### config.mk
export PLATFORM = sky130hd
export DESIGN_NAME = bram_loader
export DESIGN_NICKNAME = d
export VERILOG_FILES = /design/src/rtl/bram_loader.sv
export SDC_FILE = /design/constraint.sdc
export NUM_CORES = 1
export LEC_CHECK = 0
export BUFFER_PORTS_ARGS = -buffer_cell sky130_fd_sc_hd__buf_2
export CAP_MARGIN = 40
export CORE_MARGIN = 2
export CORE_UTILIZATION = 56
export DETAILED_ROUTE_END_ITERATION = 16
export PLACE_DENSITY_LB_ADDON = 0.15
export SYNTH_ARGS = -nofsm -noshare
export SYNTH_HDL_FRONTEND = slang
export SYNTH_SLANG_ARGS = --single-unit
### constraint.sdc
create_clock -name clk -period 7.51 [get_ports clk]
set_input_delay 1.502 -clock clk [delete_from_list [all_inputs] [get_ports clk]]
set_output_delay 1.502 -clock clk [all_outputs]
set_load 0.02 [all_outputs]
### src/rtl/bram_loader.sv
// Purpose : byte-stream program/data loader for the instruction and data BRAMs;
//           holds the core in stall until a run command, then hands over the data BRAM.
// Latency : BRAM write enable rises the cycle after the 4th byte of a word is accepted
//           (min 5 cycles per word). Backpressure: s_ready drops in WRITE, RUN and ERROR.
//
// Ports:
//   clk, rst                         clock (rising edge), asynchronous active-high reset
//   s_valid, s_data, s_ready         byte stream in, byte taken when s_valid & s_ready
//   i_w_addr/dat/enb/byte_enb        instruction BRAM write port
//   d_w_addr/dat/enb/byte_enb        data BRAM write port
//   load_done                        1 = datapath owns the data BRAM write port
//   pc_stall                         holds the PC until the run command
//   error                            sticky protocol error
//   words_loaded                     saturating count of words written since reset
//
// Stream format: cmd, cnt_lo, cnt_hi, then cnt little-endian words.
//   'I' -> instruction BRAM, 'D' -> data BRAM, 'G' -> run. Anything else is an error.

module bram_loader #(
    parameter int ADDR_WIDTH = 12,
    parameter int DATA_WIDTH = 32,
    parameter int MAX_WORDS  = 1024
) (
    input  logic                  clk,
    input  logic                  rst,
    input  logic                  s_valid,
    input  logic [7:0]            s_data,
    output logic                  s_ready,
    output logic [ADDR_WIDTH-1:0] i_w_addr,
    output logic [DATA_WIDTH-1:0] i_w_dat,
    output logic                  i_w_enb,
    output logic [3:0]            i_w_byte_enb,
    output logic [ADDR_WIDTH-1:0] d_w_addr,
    output logic [DATA_WIDTH-1:0] d_w_dat,
    output logic                  d_w_enb,
    output logic [3:0]            d_w_byte_enb,
    output logic                  load_done,
    output logic                  pc_stall,
    output logic                  error,
    output logic [15:0]           words_loaded
);

    localparam logic [7:0]  CMD_I   = 8'h49;
    localparam logic [7:0]  CMD_D   = 8'h44;
    localparam logic [7:0]  CMD_G   = 8'h47;
    localparam logic [15:0] MAX_CNT = 16'(MAX_WORDS);

    typedef enum logic [2:0] {
        IDLE,
        CNT_LO,
        CNT_HI,
        DATA,
        WRITE,
        RUN,
        ERROR
    } state_t;

    state_t                  state;
    logic                    target_d;   // 1 = current section goes to the data BRAM
    logic [7:0]              cnt_lo;
    logic [15:0]             count;
    logic [15:0]             index;
    logic [1:0]              byte_cnt;
    // Only the first three bytes are stored; the fourth goes straight to the port.
    logic [DATA_WIDTH-9:0]   word;
    logic [15:0]             new_count;
    logic [ADDR_WIDTH-1:0]   word_addr;
    logic                    accept;

    // Ready is decoded from the registered state; it is forced low while in reset.
    assign s_ready = !rst && ((state == IDLE) || (state == CNT_LO) ||
                              (state == CNT_HI) || (state == DATA));
    assign accept    = s_valid && s_ready;
    assign new_count = {s_data, cnt_lo};
    assign word_addr = ADDR_WIDTH'({index, 2'b00});

    always_ff @(posedge clk or posedge rst) begin
        if (rst) begin
            state        <= IDLE;
            target_d     <= 1'b0;
            cnt_lo       <= '0;
            count        <= '0;
            index        <= '0;
            byte_cnt     <= '0;
            word         <= '0;
            i_w_addr     <= '0;
            i_w_dat      <= '0;
            i_w_enb      <= 1'b0;
            i_w_byte_enb <= '0;
            d_w_addr     <= '0;
            d_w_dat      <= '0;
            d_w_enb      <= 1'b0;
            d_w_byte_enb <= '0;
            load_done    <= 1'b0;
            pc_stall     <= 1'b1;
            error        <= 1'b0;
            words_loaded <= '0;
        end else begin
            // Enables are single-cycle pulses; address and data hold between writes.
            i_w_enb      <= 1'b0;
            i_w_byte_enb <= '0;
            d_w_enb      <= 1'b0;
            d_w_byte_enb <= '0;

            case (state)
                IDLE: begin
                    if (accept) begin
                        case (s_data)
                            CMD_I: begin
                                target_d <= 1'b0;
                                state    <= CNT_LO;
                            end
                            CMD_D: begin
                                target_d <= 1'b1;
                                state    <= CNT_LO;
                            end
                            CMD_G: begin
                                state     <= RUN;
                                pc_stall  <= 1'b0;
                                load_done <= 1'b1;
                            end
                            default: begin
                                state <= ERROR;
                                error <= 1'b1;
                            end
                        endcase
                    end
                end

                CNT_LO: begin
                    if (accept) begin
                        cnt_lo <= s_data;
                        state  <= CNT_HI;
                    end
                end

                CNT_HI: begin
                    if (accept) begin
                        if (new_count == 16'd0) begin
                            state <= IDLE;
                        end else if (new_count > MAX_CNT) begin
                            state <= ERROR;
                            error <= 1'b1;
                        end else begin
                            count    <= new_count;
                            index    <= '0;
                            byte_cnt <= '0;
                            state    <= DATA;
                        end
                    end
                end

                DATA: begin
                    if (accept) begin
                        byte_cnt <= byte_cnt + 2'd1;
                        if (byte_cnt == 2'd3) begin
                            // Fourth byte: launch the write directly from the input.
                            state <= WRITE;
                            if (target_d) begin
                                d_w_enb      <= 1'b1;
                                d_w_byte_enb <= 4'b1111;
                                d_w_addr     <= word_addr;
                                d_w_dat      <= {s_data, word};
                            end else begin
                                i_w_enb      <= 1'b1;
                                i_w_byte_enb <= 4'b1111;
                                i_w_addr     <= word_addr;
                                i_w_dat      <= {s_data, word};
                            end
                        end else begin
                            word[{byte_cnt, 3'b000} +: 8] <= s_data;
                        end
                    end
                end

                WRITE: begin
                    index <= index + 16'd1;
                    if (words_loaded != 16'hFFFF) begin
                        words_loaded <= words_loaded + 16'd1;
                    end
                    if (index + 16'd1 == count) begin
                        state <= IDLE;
                    end else begin
                        state <= DATA;
                    end
                end

                RUN: begin
                    state <= RUN;
                end

                ERROR: begin
                    state <= ERROR;
                end

                default: begin
                    state <= ERROR;
                    error <= 1'b1;
                end
            endcase
        end
    end

endmodule

==> out/qor.csv <==
metric,value,unit
status,finished clean,
pwr/cell area,304.6,nW/µm²
Worst Path Required,6.01,ns
Static Leak,0.004669,µW
RSZ-0062 raised after global routing,no,
mean number of vias per cell,5.597,
Bufs on Longest Clock Path,2,
Final Skew,0.008066,ns
Detail Route Antenna Nets,0,
crit path kind,in2out,
row cnt,43,
worst reg2reg startpoint,cnt_lo[1]$_DFFE_PP0P_,
worst slew pin tran,0.9283,ns
post-route clock period utilization,46.09,%
Post-CTS Setup Bufs,0,
Layout area overhead,15.82,%
DRT Pass-1 Iters,5,
Die Y,122.7,µm
vias in the first global route,5923,
initial antenna violation count,0,
Fin. Hold Viols,0,
pre-CTS worst setup slack,3.632,ns
Reg power frac,45.9,%
# IOs,129,
Comb pwr share,22.9,%
YS warnings,0,
Yosys cell types,63,
Synth Flop Type,dfrtp_1,
"Async S/R FF share, synth",100.0,%
Max Clock Freq,288.9,MHz
synthesized flop and latch total,175,
hold path cells,2,
final setup vio count,0,
Placer Congestion,0.8676,
"Avg Cell Area, Syn",10.39,µm²
core area,13830,µm²
Die Area,15050,µm²
Hold WC Path Type,reg2reg,
Max-cap violations,0,
Post-synth EDFFs,0,
TritonCTS buffer count,17,
minimum clock period,3.461,ns
Via Count,5899,
WP data arrival,1.96,ns
CP max FO,5,
switching power,948.1,µW
placed cells,1022,
drt total wl,17.87,mm
share of layout cells above drive strength 1,27.46,%
Clk pwr share,31.2,%
CTS Hold Bufs,0,
DP HPWL,11.87,mm
Slew Limit Headroom,37.88,%
Post-Layout Inst Area,9135,µm²
HP Start,d_w_dat[11]$_DFFE_PP0P_,
flop-to-flop setup slack,4.77,ns
Ant. Diodes,0,
WHS Endpoint,d_w_dat[11]$_DFFE_PP0P_,
Synth Cell Area,7888,µm²
cell count after synthesis,759,
Initial Util,57.04,%
number of fill cells in the layout,1109,
crit-path max cell delay,0.18,ns
crit start category,input pin,
setup slack after layout,4.049,ns
Post-DP Area,8552,µm²
initial DRC count,470,
WL per Instance,16.95,µm
path depth of the worst reg2reg path,7,
"Slew Viols, Final",0,
reg-to-reg critical path endpoint,index[9]$_DFFE_PP0P_,
Setup crit end kind,output port,
nets@finish,879,
clock-pin slew on the worst setup and hold paths,0.07,ns
first-pass GRT wire length,29.75,mm
CTS resizes,0,
die extent in x,122.7,µm
gr usage total,25.46,%
CTS tree,yes,
largest net degree at the start of global routing,97,
"critical path, cell by cell","buf_2, nor2_1, buf_2",
sum of negative setup slack,0,ns
drt drc,0,
slowest CP cell,buf_2,
H-tree depth,4,
number of clock sinks,175,
sequential fraction of the synthesis area,55.54,%
crit-path most repeated cell,buf_2,
Final Non-Filler Cells,1054,
Skew-Pair Late Insertion Delay,0.43,ns
Sw Share,34.07,%
global route overflow,0,
VDD IR-drop max,0.2019,mV
P_int,1835,µW
Port Buf Inserts,124,
clock root buffer master,clkbuf_16,
-- routing by layer --
layer | share of wire (%) | vias to the layer above | global-route usage [%]
met4 | 2.5 | 0 | 10.06
met2 | 49 | 172 | 41.30
li1 | - | 2748 | -
met3 | 4.3 | 40 | 4.786
met5 | 0 | - | 0
met1 | 44 | 2939 | 33.97
-- cells in the mapped netlist (2+ instances only) --
master | instances | area, µm²
o31ai_1 | 8 | 60.06
a31oi_1 | 2 | 12.51
nand2b_1 | 7 | 43.79
dfrtp_1 | 174 | 4354
nor2_1 | 26 | 97.59
nand4_1 | 5 | 31.28
nor4_2 | 2 | 25.02
mux2_2 | 60 | 675.7
nor3_1 | 5 | 25.02
o22ai_1 | 2 | 12.51
ha_1 | 7 | 87.58
and3_1 | 10 | 62.56
a211oi_1 | 2 | 15.01
a21oi_1 | 6 | 30.03
buf_6 | 2 | 22.52
clkbuf_1 | 16 | 60.06
inv_1 | 10 | 37.54
or3_1 | 3 | 18.77
and4_1 | 3 | 26.28
o21ai_0 | 41 | 205.2
nor3b_1 | 6 | 45.04
nor4_1 | 9 | 56.30
nand2_1 | 208 | 780.8
buf_4 | 19 | 142.6
nor2b_1 | 9 | 56.30
xnor2_1 | 23 | 201.4
buf_2 | 15 | 75.07
o21ai_1 | 12 | 60.06
o21a_1 | 2 | 15.01
nand3_1 | 20 | 100.1
xor2_1 | 12 | 105.1
nand3b_1 | 2 | 15.01
-- critical path: cells and delay by family --
kind | cells | cell delay, ns
buf+inv | 2 | 0.34
simple gates | 1 | 0.12
-- kinds of logic after synthesis --
group / count (synthesis) / share of synthesized area, %
AND/OR/NAND/NOR: 326 / 19.21
flip-flops: 175 / 55.54
AO/OA/AOI/OAI: 90 / 6.885
buffers and inverters: 63 / 4.331
multiplexers: 61 / 8.709
XOR/XNOR: 36 / 4.172
adder cells (fa/ha/maj): 7 / 1.110
other: 1 / 0.04754
-- stage by stage --
step / hold slack (ns) / total power [µW] / util, %
final: 0.4707 / 2783 / 66.07
after detailed placement: 0.4575 / 1925 / 61.85
after global routing: 0.4978 / 2936 / 66.07
after CTS: 0.4773 / 2792 / 66.07
after global placement: 0.4514 / 1886 / 61.42
after floorplan: 0.4551 / 1743 / -
-- power groups by stage --
stage / clock (µW) / sequential, µW / combinational, µW
2_1_floorplan: 0 / 1260 / 485
3_3_place_gp: 0 / 1280 / 607
3_5_place_dp: 0 / 1290 / 633
4_1_cts: 877 / 1270 / 641
5_1_grt: 920 / 1300 / 714
6_report: 868 / 1280 / 637
-- area by class of cell --
cell class	count	area (µm²)	share of cell area, %
clock inverter	13	130.1	1.424
timing repair buffer	132	718.2	7.862
clock buffer	19	452.9	4.958
inverter	11	46.29	0.5068
tap	180	225.2	2.465
multi-input combinational	524	3182	34.83
sequential	175	4380	47.95
-- registers in the layout (all words and copies together), names as in the netlist, 2 cells and up --
name and flops:
byte_cnt 2, cnt_lo 8, count 16, d_w_addr 10
d_w_dat 32, i_w_addr 10, i_w_dat 32, index 16
state 3, word 24, words_loaded 16
-- cell usage in the layout, fill, tap and decap left out, drive strengths merged, types with 2 or more instances in the layout --
cell	n
xnor2	23
buf	132
a31oi	2
o21a	2
nor4	12
nand3b	2
and4	3
nor3b	8
nand2b	7
o22ai	2
xor2	12
a211oi	2
ha	7
clkbuf	19
mux2	61
o31ai	8
o21ai	53
nor2	26
nor2b	9
nand3	21
nor3	7
nand2	208
or3	3
dfrtp	174
clkinv	8
inv	14
and3	10
a21oi	7
conb	4
nand4	6
-- how the worst max path moves through the flow --
stage,start,end,slack [ns],depth (start not counted)
2_1_floorplan,rst,byte_cnt[0]$_DFFE_PP0P_,1.26,1
3_3_place_gp,rst,d_w_dat[20]$_DFFE_PP0P_,3.63,8
3_5_place_dp,rst,i_w_dat[21]$_DFFE_PP0P_,3.63,6
4_1_cts,rst,s_ready,4.04,3
5_1_grt,rst,d_w_dat[15]$_DFFE_PP0P_,3.92,9
6_report,rst,s_ready,4.05,3
(Power assumes the default switching activity.)
